### src/rtl/alu_result_queue_if.sv
// Handshake bundle between the ALU, the result queue and the writeback stage.
// slave: the queue's view. master: the surrounding pipeline's view.
interface alu_result_queue_if #(
    parameter int unsigned WIDTH    = 16,
    parameter int unsigned TAG_BITS = 4,
    parameter int unsigned DEPTH    = 4
);
    localparam int unsigned CW = $clog2(DEPTH) + 1;

    logic                in_valid;
    logic                in_ready;
    logic [WIDTH-1:0]    in_result;
    logic                in_zero;
    logic                in_co;
    logic                in_overflow;
    logic [TAG_BITS-1:0] in_tag;

    logic                out_valid;
    logic                out_ready;
    logic [WIDTH-1:0]    out_result;
    logic [TAG_BITS-1:0] out_tag;

    logic [2:0]          status;
    logic                ovf_sticky;
    logic                clr_sticky;
    logic [CW-1:0]       count;

    modport slave (
        input  in_valid, in_result, in_zero, in_co, in_overflow, in_tag,
        output in_ready,
        output out_valid, out_result, out_tag,
        input  out_ready,
        output status, ovf_sticky, count,
        input  clr_sticky
    );

    modport master (
        output in_valid, in_result, in_zero, in_co, in_overflow, in_tag,
        input  in_ready,
        input  out_valid, out_result, out_tag,
        output out_ready,
        input  status, ovf_sticky, count,
        output clr_sticky
    );
endinterface

### src/rtl/alu_result_queue.sv
// FIFO of ALU results + flags + destination tag, drained over valid/ready.
// Each drain updates the {Z,C,V} status register and a sticky overflow bit.
module alu_result_queue #(
    parameter int unsigned WIDTH    = 16,
    parameter int unsigned TAG_BITS = 4,
    parameter int unsigned DEPTH    = 4
) (
    input logic                clk,
    input logic                reset,
    alu_result_queue_if.slave  bus
);
    localparam int unsigned PW = $clog2(DEPTH);
    localparam int unsigned CW = PW + 1;

    localparam logic [CW-1:0] FullCount = CW'(DEPTH);
    localparam logic [CW-1:0] CntOne    = CW'(1);
    localparam logic [PW-1:0] PtrOne    = PW'(1);

    typedef struct packed {
        logic [WIDTH-1:0]    result;
        logic                zero;
        logic                co;
        logic                overflow;
        logic [TAG_BITS-1:0] tag;
    } entry_t;

    entry_t        mem_q [DEPTH];
    entry_t        mem_d [DEPTH];
    logic [PW-1:0] wr_ptr_q, wr_ptr_d;
    logic [PW-1:0] rd_ptr_q, rd_ptr_d;
    logic [CW-1:0] count_q, count_d;
    logic [2:0]    status_q, status_d;
    logic          sticky_q, sticky_d;

    logic   full, empty, push, pop;
    entry_t head, in_entry;

    assign full     = (count_q == FullCount);
    assign empty    = (count_q == '0);
    assign push     = bus.in_valid && !full;
    assign pop      = bus.out_ready && !empty;
    assign head     = mem_q[rd_ptr_q];
    assign in_entry = '{result:   bus.in_result,
                        zero:     bus.in_zero,
                        co:       bus.in_co,
                        overflow: bus.in_overflow,
                        tag:      bus.in_tag};

    // Next-state: storage write, pointer/count update, status and sticky tracking.
    always_comb begin
        mem_d    = mem_q;
        wr_ptr_d = wr_ptr_q;
        rd_ptr_d = rd_ptr_q;
        count_d  = count_q;
        status_d = status_q;
        sticky_d = sticky_q;

        // in_* is only looked at on a push, so X on idle inputs never lands in storage.
        if (push) begin
            mem_d[wr_ptr_q] = in_entry;
            wr_ptr_d        = wr_ptr_q + PtrOne;
        end

        if (pop) begin
            rd_ptr_d = rd_ptr_q + PtrOne;
            status_d = {head.zero, head.co, head.overflow};
        end

        if (push && !pop) begin
            count_d = count_q + CntOne;
        end else if (pop && !push) begin
            count_d = count_q - CntOne;
        end

        // A V=1 drain overrides a clear in the same cycle.
        if (bus.clr_sticky) begin
            sticky_d = 1'b0;
        end
        if (pop && head.overflow) begin
            sticky_d = 1'b1;
        end
    end

    // Control state; reset discards all queued entries at once.
    always_ff @(posedge clk or posedge reset) begin
        if (reset) begin
            wr_ptr_q <= '0;
            rd_ptr_q <= '0;
            count_q  <= '0;
            status_q <= 3'b000;
            sticky_q <= 1'b0;
        end else begin
            wr_ptr_q <= wr_ptr_d;
            rd_ptr_q <= rd_ptr_d;
            count_q  <= count_d;
            status_q <= status_d;
            sticky_q <= sticky_d;
        end
    end

    // Payload storage; no reset needed since count gates visibility.
    always_ff @(posedge clk) begin
        mem_q <= mem_d;
    end

    assign bus.in_ready   = !full;
    assign bus.out_valid  = !empty;
    assign bus.out_result = head.result;
    assign bus.out_tag    = head.tag;
    assign bus.status     = status_q;
    assign bus.ovf_sticky = sticky_q;
    assign bus.count      = count_q;
endmodule

### src/flat_wrapper.sv
// flat-port wrapper written by rule: the top's interface ports become plain ports
module alu_result_queue_flat 
#(
    parameter int unsigned WIDTH    = 16,
    parameter int unsigned TAG_BITS = 4,
    parameter int unsigned DEPTH    = 4
)
  (clk, reset, bus_in_valid, bus_in_result, bus_in_zero, bus_in_co, bus_in_overflow, bus_in_tag, bus_in_ready, bus_out_valid, bus_out_result, bus_out_tag, bus_out_ready, bus_status, bus_ovf_sticky, bus_count, bus_clr_sticky);
  alu_result_queue_if #(.WIDTH(WIDTH), .TAG_BITS(TAG_BITS), .DEPTH(DEPTH)) bus_i ();
  input logic clk;
  input logic reset;
  input wire logic [$bits(bus_i.in_valid)-1:0] bus_in_valid;
  input wire logic [$bits(bus_i.in_result)-1:0] bus_in_result;
  input wire logic [$bits(bus_i.in_zero)-1:0] bus_in_zero;
  input wire logic [$bits(bus_i.in_co)-1:0] bus_in_co;
  input wire logic [$bits(bus_i.in_overflow)-1:0] bus_in_overflow;
  input wire logic [$bits(bus_i.in_tag)-1:0] bus_in_tag;
  output wire logic [$bits(bus_i.in_ready)-1:0] bus_in_ready;
  output wire logic [$bits(bus_i.out_valid)-1:0] bus_out_valid;
  output wire logic [$bits(bus_i.out_result)-1:0] bus_out_result;
  output wire logic [$bits(bus_i.out_tag)-1:0] bus_out_tag;
  input wire logic [$bits(bus_i.out_ready)-1:0] bus_out_ready;
  output wire logic [$bits(bus_i.status)-1:0] bus_status;
  output wire logic [$bits(bus_i.ovf_sticky)-1:0] bus_ovf_sticky;
  output wire logic [$bits(bus_i.count)-1:0] bus_count;
  input wire logic [$bits(bus_i.clr_sticky)-1:0] bus_clr_sticky;
  assign bus_i.in_valid = bus_in_valid;
  assign bus_i.in_result = bus_in_result;
  assign bus_i.in_zero = bus_in_zero;
  assign bus_i.in_co = bus_in_co;
  assign bus_i.in_overflow = bus_in_overflow;
  assign bus_i.in_tag = bus_in_tag;
  assign bus_in_ready = bus_i.in_ready;
  assign bus_out_valid = bus_i.out_valid;
  assign bus_out_result = bus_i.out_result;
  assign bus_out_tag = bus_i.out_tag;
  assign bus_i.out_ready = bus_out_ready;
  assign bus_status = bus_i.status;
  assign bus_ovf_sticky = bus_i.ovf_sticky;
  assign bus_count = bus_i.count;
  assign bus_i.clr_sticky = bus_clr_sticky;
  alu_result_queue #(.WIDTH(WIDTH), .TAG_BITS(TAG_BITS), .DEPTH(DEPTH)) u_core (.clk(clk), .reset(reset), .bus(bus_i));
endmodule
### config.mk
export PLATFORM = sky130hd
export DESIGN_NAME = alu_result_queue_flat
export DESIGN_NICKNAME = d
export VERILOG_FILES = /design/src/rtl/alu_result_queue_if.sv /design/src/rtl/alu_result_queue.sv /design/src/flat_wrapper.sv
export SDC_FILE = /design/constraint.sdc
export NUM_CORES = 1
export LEC_CHECK = 0
export CAP_MARGIN = 20
export CORE_AREA = 2 2 104 106
export CTS_CLUSTER_DIAMETER = 200
export DETAILED_ROUTE_END_ITERATION = 8
export DIE_AREA = 0 0 106 108
export GPL_TIMING_DRIVEN = 0
export SLEW_MARGIN = 20
export SYNTH_ARGS = -nofsm -noshare
export SYNTH_HDL_FRONTEND = slang
export SYNTH_SLANG_ARGS = --single-unit
### constraint.sdc
create_clock -name clk -period 4 [get_ports clk]
set_clock_uncertainty 0.1 [all_clocks]
set_input_delay 0.4 -clock clk [delete_from_list [all_inputs] [get_ports clk]]
set_output_delay 0.4 -clock clk [all_outputs]
set_load 0.03 [all_outputs]
# --- Yosys cells after proc, flatten, opt, wreduce, memory -nomap -nowiden ---
# Cells that the tools add are included.
totals:
  output_inout_bits: 29
  inputBits: 28
  ff_bits: 103
classes:
  eq_ne: 1
  n_lt_le_gt_ge: 3
  n_bitwise: 2
  mux: 10
  n_reduce_logical: 13
  addsub: 4
op_table:
  columns: ["op", "n"]
  rows:
  - ["$bwmux 92", 1]
  - ["$mux 23", 3]
  - ["$bmux 23 s2", 1]
  - ["$demux 23 s2", 1]
  - ["$ge 3x3->1 const B", 2]
  - ["$logic_and 1x1->1", 6]
  - ["$mux 3", 2]
  - ["$not 2->3", 2]
  - ["$add 2x1->2 const B", 2]
  - ["$logic_not 1->1", 4]
  - ["$reduce_bool 2->1", 2]
  - ["$add 3x1->3 const B", 1]
  - ["$eq 3x3->1 const B", 1]
  - ["$logic_not 3->1", 1]
  - ["$lt 3x1->1 const B", 1]
  - ["$sub 3x1->3 const B", 1]
  - ["$mux 1", 2]

# --- Longest topological paths before layout ---
# Gate-level depths: netlist of run 1.
depth:
  word_depth: 7
  mapped_depth: 8
  depth_no_buf: 8

# --- Least setup slack after synthesis of run 1 ---
# OpenSTA, ideal clock, no wires.
synth_path:
  path_kind: "reg2reg"
  from: "register u_core.count_q[0] (netlist: u_core.bus.count[0])"
  to: "register u_core.count_q[2] (netlist: u_core.bus.count[2])"
  setup_ps: 81
  synth_period_minus_slack_ps: 2241
  arrival_ps: 2060
  slack_ps: 1759
  stages_incl_launch_ff: 9
  cell_sequence: "dfrtp_1 -> o31a_1 -> inv_1 -> ha_1 -> inv_1 -> fa_1 -> xor2_1 -> nor2_1 -> xor2_1"
synth_via:
  elab_chain_cells: 6
  word_cells_on_any_way: 15
synth_lines:
  columns: ["item", "line_no", "text"]
  rows:
  - ["start: declaration", "alu_result_queue.sv:31", "logic [CW-1:0] count_q, count_d;"]
  - ["start signal: assignment", "alu_result_queue.sv:95", "count_q <= count_d;"]
  - ["parallel branches: the longest is 6 deep, another holds $sub 3x1->3", null, null]
# Parallel ways; which one is timed is not known. The select of a mux whose other input is x is not followed.
# A chain may end at the register's enable or synchronous reset.

==> out/qor.csv, run 1 <==
stage;metric;value;unit
floorplan;die area;0.01145;mm²
run_status;outcome;completed;
cells_and_area;multi-input logic area;793.3;µm²
cts;setup bufs post-CTS;0;
synthesis;syn_area_per_cell;20.97;µm²
floorplan;num rows;37;
cells_and_area;ant diodes;0;
floorplan;I/O Pins;57;
cells_and_area;fill count;862;
timing;Slew HR;0.5567;
global_route;total congestion overflow;0;
cells_and_area;area occupied by registers;0.003038;mm²
setup_path;CP endpoint kind;primary output;
routing;vias per inst;4.633;
cts;H-tree depth;3;
setup_path;CP endpoint;bus_out_result[13];
timing;Final Hold Viols;0;
synthesis;main combinational cell family by area after synthesis;multiplexers;
timing;min Tclk post-route;2.831;ns
cells_and_area;Area Overhead vs Synth;22.78;%
timing;TNS Setup;0;ns
setup_path;Critical Path Source;u_core.rd_ptr_q[0]$_DFFE_PP0P_;
synthesis;XOR/XNOR Fraction of Synth Area;0.01298;
setup_path;CP Launch Type;flop;
global_route;aggregate global-route resource usage;0.1222;
cts;# clock sinks;103;
setup_path;Worst R2R Path Depth;8;
timing;hold_ws;0.2293;ns
floorplan;core area;0.01023;mm²
timing;RSZ-0062 raised after global routing;false;
synthesis;simple-gate share of the synthesized area;0.01978;
synthesis;register area share after synthesis;0.7505;
routing;Post-DRT Antenna Nets;0;
cts;Num CTS Buffers;9;
min_path;worst hold path type;in2async;
placement;post-DP HPWL;3.943;mm
placement;RePlAce Congestion;0.7038;
floorplan;Die Y;108;µm
pwr;Worst VDD drop;0.3226;mV
cts;Hold Buf Count CTS;0;
cts;CTS tree;built;
timing;fin crit share;0.7077;
cts;post_cts resized;0;
routing;Initial DRC Count;94;
timing;final slew viol count;0;
synthesis;Post-Synth Adder-Cell Area;0.02040;
routing;First-pass DRT Iterations;4;
synthesis;register bit total from synthesis;103;
floorplan;Die W;106;µm
setup_path;Crit Path Max Fanout;10;
floorplan;initial core utilization;0.3956;
setup_path;CP Data Required Time;3.50;ns
cells_and_area;Cell Count, Final, Fillers Out;400;
routing;via count;1853;
setup_path;reg-to-reg endpoint;u_core.bus.count[2]$_DFFE_PP0P_;
synthesis;syn nets;227;
timing;Finish-stage setup viols;0;
routing;Final Routed Wirelength;6.348;mm
placement;placed insts;385;
synthesis;Synth Cell Area;0.004048;mm²
synthesis;Yosys cell types;20;
placement;IO Port Bufs;56;
setup_path;r2r startpoint;u_core.bus.count[0]$_DFFE_PP0P_;
synthesis;Synth Warn #;0;
timing;worst slew pin tran;0.6649;ns
global_route;largest net degree at the start of global routing;24;
setup_path;register-to-register path setup slack;1.73;ns
routing;drt drc;0;
synthesis;cells after synthesis;193;
routing;DR WL/cell;15.87;µm
cts;CTS Root Cell;clkbuf_8;
global_route;number of global-route vias before repair;1965;
cts;clk buf depth;2;
job;Max-Cap Viols;0;
cells_and_area;Post-layout nets;294;
cts;Clock transition at path regs;0.10;ns
synthesis;Compound-Gate Fraction of Synth Area;0.006182;
cts;Skew-Pair Late Insertion Delay;0.36;ns
setup_path;kind of critical path;reg2out;
setup_path;WP data arrival;2.33;ns
global_route;initial antenna violation count;0;
cells_and_area;share of cells above drive strength 1;0.2614;
pwr;power per standard cell area;768.6;mW/mm²
synthesis;mux cell area share after synthesis;0.1354;
pwr;leakage;1.723;nW
global_route;first-pass GRT wire length;10.34;mm
cells_and_area;Final Core Density;0.4858;
timing;FMAX;0.3532;GHz
[flip-flops by register name (all words and copies together) (netlist names)]
| name | flops |
|---|---|
| u_core.bus.count | 3 |
| u_core.bus.ovf_sticky | 1 |
| u_core.bus.status | 3 |
| u_core.mem_q | 92 |
| u_core.rd_ptr_q | 2 |
| u_core.wr_ptr_q | 2 |
[Yosys cell counts]
master | count | area share
o21ai_1 | 1 | 0.0012
mux4_1 | 2 | 0.013
buf_4 | 20 | 0.037
dfrtp_1 | 11 | 0.068
nand2_1 | 11 | 0.010
buf_6 | 3 | 0.0083
xor2_1 | 2 | 0.0043
a21boi_2 | 1 | 0.0028
nor2_1 | 2 | 0.0019
xnor2_1 | 4 | 0.0087
mux4_2 | 21 | 0.12
ha_1 | 5 | 0.015
mux2_2 | 2 | 0.0056
fa_1 | 1 | 0.0049
inv_1 | 6 | 0.0056
edfxtp_1 | 92 | 0.68
and2_1 | 4 | 0.0062
or3_1 | 1 | 0.0015
o31a_1 | 1 | 0.0022
buf_2 | 3 | 0.0037
[layer usage]
| layer | up-vias | GRT usage | routed length [µm] |
|---|---|---|---|
| met4 | 0 | 0.03665 | 71 |
| met1 | 949 | 0.1483 | 2705 |
| li1 | 863 | - | - |
| met3 | 5 | 0.03858 | 217 |
| met2 | 36 | 0.2111 | 3354 |
| met5 | - | 0 | 0 |
[worst max-delay path: stages (launching register included)]
cell             delay [ns]
dfrtp_1                0.36
buf_6                  0.15
buf_6                  0.20
mux4_2                 0.53
buf_4                  0.15
clkdlybuf4s50_1        0.58
[where the power goes]
part / switching, mW / internal [mW] / total (mW)
logic: 0.856 / 0.832 / 1.69
clock network: 0.370 / 0.240 / 0.611
registers: 0.0824 / 1.44 / 1.52
[placed cells by master, fill, tap and decap left out]
| master | n |
|---|---|
| mux4_1 | 2 |
| xnor2_1 | 4 |
| mux2_2 | 2 |
| nand2_1 | 11 |
| buf_6 | 3 |
| clkdlybuf4s50_1 | 56 |
| or3_1 | 1 |
| nor2_1 | 2 |
| inv_1 | 6 |
| mux4_2 | 21 |
| and2_2 | 4 |
| ha_1 | 5 |
| clkbuf_8 | 9 |
| buf_2 | 3 |
| clkinv_4 | 1 |
| fa_1 | 1 |
| edfxtp_1 | 92 |
| o21ai_1 | 1 |
| a21boi_2 | 1 |
| inv_6 | 3 |
| o31a_1 | 1 |
| clkinv_8 | 1 |
| buf_4 | 20 |
| xor2_1 | 2 |
| dfrtp_1 | 11 |
| inv_8 | 1 |
[kinds of logic (layout without fill, tap and decap cells)]
kind of cell,count (synthesis),in the layout
DFF,103,103
AOI/OAI and AO/OA,3,3
xor gates and xnor gates,6,6
and+or+nand+nor,18,18
buffers and inverters,32,103
muxes,25,25
adders and majority gates,6,6
[worst min-delay path by stage]
| stage | start | end | slack [ns] | depth (start not counted) |
|---|---|---|---|---|
| 2_1_floorplan | reset | u_core.bus.count[0]$_DFFE_PP0P_ | 0.15 | 1 |
| 3_3_place_gp | u_core.bus.status[2]$_DFFE_PP0P_ | u_core.bus.status[2]$_DFFE_PP0P_ | 0.36 | 2 |
| 3_5_place_dp | u_core.bus.status[1]$_DFFE_PP0P_ | u_core.bus.status[1]$_DFFE_PP0P_ | 0.36 | 2 |
| 4_1_cts | reset | u_core.bus.count[2]$_DFFE_PP0P_ | 0.24 | 2 |
| 5_1_grt | reset | u_core.rd_ptr_q[1]$_DFFE_PP0P_ | 0.25 | 2 |
| 6_report | reset | u_core.rd_ptr_q[1]$_DFFE_PP0P_ | 0.23 | 2 |
[through the flow]
step	setup WS (ns)	area [µm²]	power, mW
6_report	1.169	4970	3.820
3_5_place_dp	1.537	4783	3.273
5_1_grt	1.046	4970	4.024
4_1_cts	1.130	4970	3.881
2_1_floorplan	1.759	4048	2.706
3_3_place_gp	1.244	4778	3.259
[layout make-up]
cell class,count,area share
clock inverter,6,0.01259
multi-input combinational,58,0.1596
inverter,6,0.004532
clock buffer,9,0.02492
timing repair buffer,56,0.1128
buffer,26,0.04003
tap,136,0.03424
sequential,103,0.6113
No activity file was read; power rests on OpenSTA's default activity.
==> run 2: changes to the inputs <==
clock period = 2.4 ns   (was 4 ns; I/O delays follow)
==> out/qor.csv, run 2 (synthesis results as in run 1) <==
stage;metric;value;unit;change
pwr;Int Pwr;4.024;mW;+60%
cts;setup bufs post-CTS;0;;unchanged
cts;Num CTS Buffers;9;;unchanged
global_route;number of global-route vias before repair;1973;;+0.41%
cells_and_area;commonest non-fill, non-tap cell in the layout;edfxtp_1;;
cts;clk buf depth;2;;unchanged
cts;CTS Root Cell;clkbuf_8;;
cells_and_area;most frequent cells in the layout;edfxtp_1, clkdlybuf4s50_1, buf_4, mux4_2, clkbuf_2;;
floorplan;num rows;37;;unchanged
timing;fin crit share;0.9561;;
floorplan;initial core utilization;0.3956;;unchanged
cts;Clock transition at path regs;0.10;ns;about the same
routing;First-pass DRT Iterations;4;;unchanged
floorplan;Die W;106;µm;unchanged
placement;placed cell area;0.004783;mm²;unchanged
placement;RePlAce Congestion;0.7038;;unchanged
global_route;largest net degree at the start of global routing;24;;unchanged
timing;FMAX;0.4358;GHz;
placement;Place WS;0.09688;ns;-1.440 ns
cts;Hold Buf Count CTS;0;;unchanged
setup_path;CP endpoint kind;primary output;;
cts;Skew-Pair Late Insertion Delay;0.35;ns;about the same
cells_and_area;max FFs per register;92;;unchanged
setup_path;CP Launch Type;flop;;
timing;Final Hold Viols;0;;unchanged
cells_and_area;share of cells above drive strength 1;0.3333;;+0.07197
cells_and_area;Area Overhead vs Synth;21.21;%;
min_path;worst hold path type;in2async;;
timing;setup ws final;0.1053;ns;-1.064 ns
global_route;aggregate global-route resource usage;0.1222;;unchanged
timing;Finish-stage setup viols;0;;unchanged
cells_and_area;Post-layout nets;294;;unchanged
routing;Initial DRC Count;102;;+8.5%
pwr;Comb pwr share;0.428;;-0.014
floorplan;die area;0.01145;mm²;unchanged
floorplan;Die Y;108;µm;unchanged
cells_and_area;Biggest register;u_core.mem_q;;
floorplan;I/O Pins;57;;unchanged
timing;final slew viol count;0;;unchanged
floorplan;core area;0.01023;mm²;unchanged
setup_path;register-to-register path setup slack;0.18;ns;-1.55 ns
cells_and_area;Final Core Density;0.4795;;-0.006237
timing;worst slew pin tran;0.6571;ns;-0.007802 ns
routing;Post-DRT Antenna Nets;0;;unchanged
routing;drt drc;0;;unchanged
placement;IO Port Bufs;56;;unchanged
pwr;power per standard cell area;1265;mW/mm²;+65%
timing;Slew HR;0.5619;;+0.005201
cts;CTS tree;built;;
setup_path;WP data arrival;1.95;ns;-0.38 ns
cells_and_area;fill count;880;;+2.1%
pwr;Psw;2.181;mW;+67%
setup_path;Crit Path Max Fanout;10;;unchanged
global_route;initial antenna violation count;0;;unchanged
cts;H-tree depth;3;;unchanged
setup_path;CP Data Required Time;2.06;ns;-1.44 ns
cells_and_area;multi-input logic area;793.3;µm²;unchanged
global_route;first-pass GRT wire length;10.35;mm;about the same
pwr;leakage;1.738;nW;+0.87%
run_status;outcome;completed;;
cells_and_area;Final Cell Area;0.004906;mm²;-1.3%
pwr;register share of total power;0.409;;+0.011
cells_and_area;area occupied by registers;0.003038;mm²;unchanged
routing;DR WL/cell;15.81;µm;-0.36%
cts;# clock sinks;103;;unchanged
routing;vias per inst;4.648;;+0.32%
setup_path;kind of critical path;reg2out;;
cells_and_area;Cell Count, Final, Fillers Out;400;;unchanged
cts;post_cts resized;23;;+23
placement;placed insts;385;;unchanged
cells_and_area;ant diodes;0;;unchanged
job;Max-Cap Viols;0;;unchanged
pwr;switching share of power;0.3515;;+0.008914
placement;post-DP HPWL;3.943;mm;unchanged
global_route;total congestion overflow;0;;unchanged
routing;via count;1859;;+0.32%
timing;RSZ-0062 raised after global routing;false;;
routing;Final Routed Wirelength;6.325;mm;-0.36%
timing;hold_ws;0.06918;ns;-0.1601 ns
pwr;Worst VDD drop;0.4880;mV;+51%
timing;min Tclk post-route;2.295;ns;
pwr;clock power share;0.163;;+0.003
==> run 2: cell types whose count changed in the layout (fill, tap and decap cells not counted), moves of 2 or more <==
cell | before | now
buf_6 | 3 | 1
buf_12 | 0 | 2
clkbuf_2 | 0 | 16
buf_4 | 20 | 22
dlygate4sd2_1 | 0 | 2
clkdlybuf4s50_1 | 56 | 36
==> run 2: power by group through the flow <==
stage                     logic [mW]  registers (mW)  clock network [mW]
after floorplan                 1.85            2.66                   0
after global routing            2.86            2.58                1.11
final                           2.66            2.54                1.01
after detailed placement        2.87            2.58                   0
after global placement          2.86            2.57                   0
after CTS                       2.72            2.54                1.05
==> run 2: per-layer routing <==
layer	vias up	GRT usage	wire (µm)
li1	864	-	-
met1	944	0.1475	2659
met2	46	0.2120	3323
met3	5	0.03858	270
met4	0	0.03665	72
met5	-	0	0
==> run 2: critical path: stages, from the launching register on <==
cell and delay (ns):
dfrtp_1 0.36, buf_6 0.16, buf_12 0.16, mux4_2 0.49
buf_4 0.14, clkdlybuf4s15_2 0.28
==> run 2: final timing paths <==
kind	from	end	cells past startpoint
max	u_core.rd_ptr_q[0]$_DFFE_PP0P_	bus_out_result[2]	5
min	reset	u_core.rd_ptr_q[1]$_DFFE_PP0P_	2
max reg2reg	u_core.bus.count[0]$_DFFE_PP0P_	u_core.bus.count[2]$_DFFE_PP0P_	8
min reg2reg	u_core.bus.status[1]$_DFFE_PP0P_	u_core.bus.status[1]$_DFFE_PP0P_	2
max in group asynchronous	reset	u_core.wr_ptr_q[1]$_DFFE_PP0P_	2
min in group clk	bus_clr_sticky	u_core.bus.ovf_sticky$_DFFE_PP0P_	2
==> run 2: area by class of cell <==
class,instances,area share
clock buffer,9,0.02525
tap,136,0.03468
multi-input combinational,58,0.1617
sequential,103,0.6192
buffer,26,0.04463
clock inverter,6,0.01275
timing repair buffer,56,0.09717
inverter,6,0.004591
==> run 2: stage by stage <==
stage                     power (mW)  TNS (ns)
final                          6.205         0
after global routing           6.551         0
after CTS                      6.309   -0.9355
after detailed placement       5.455         0
after global placement         5.431    -17.13
after floorplan                4.510         0
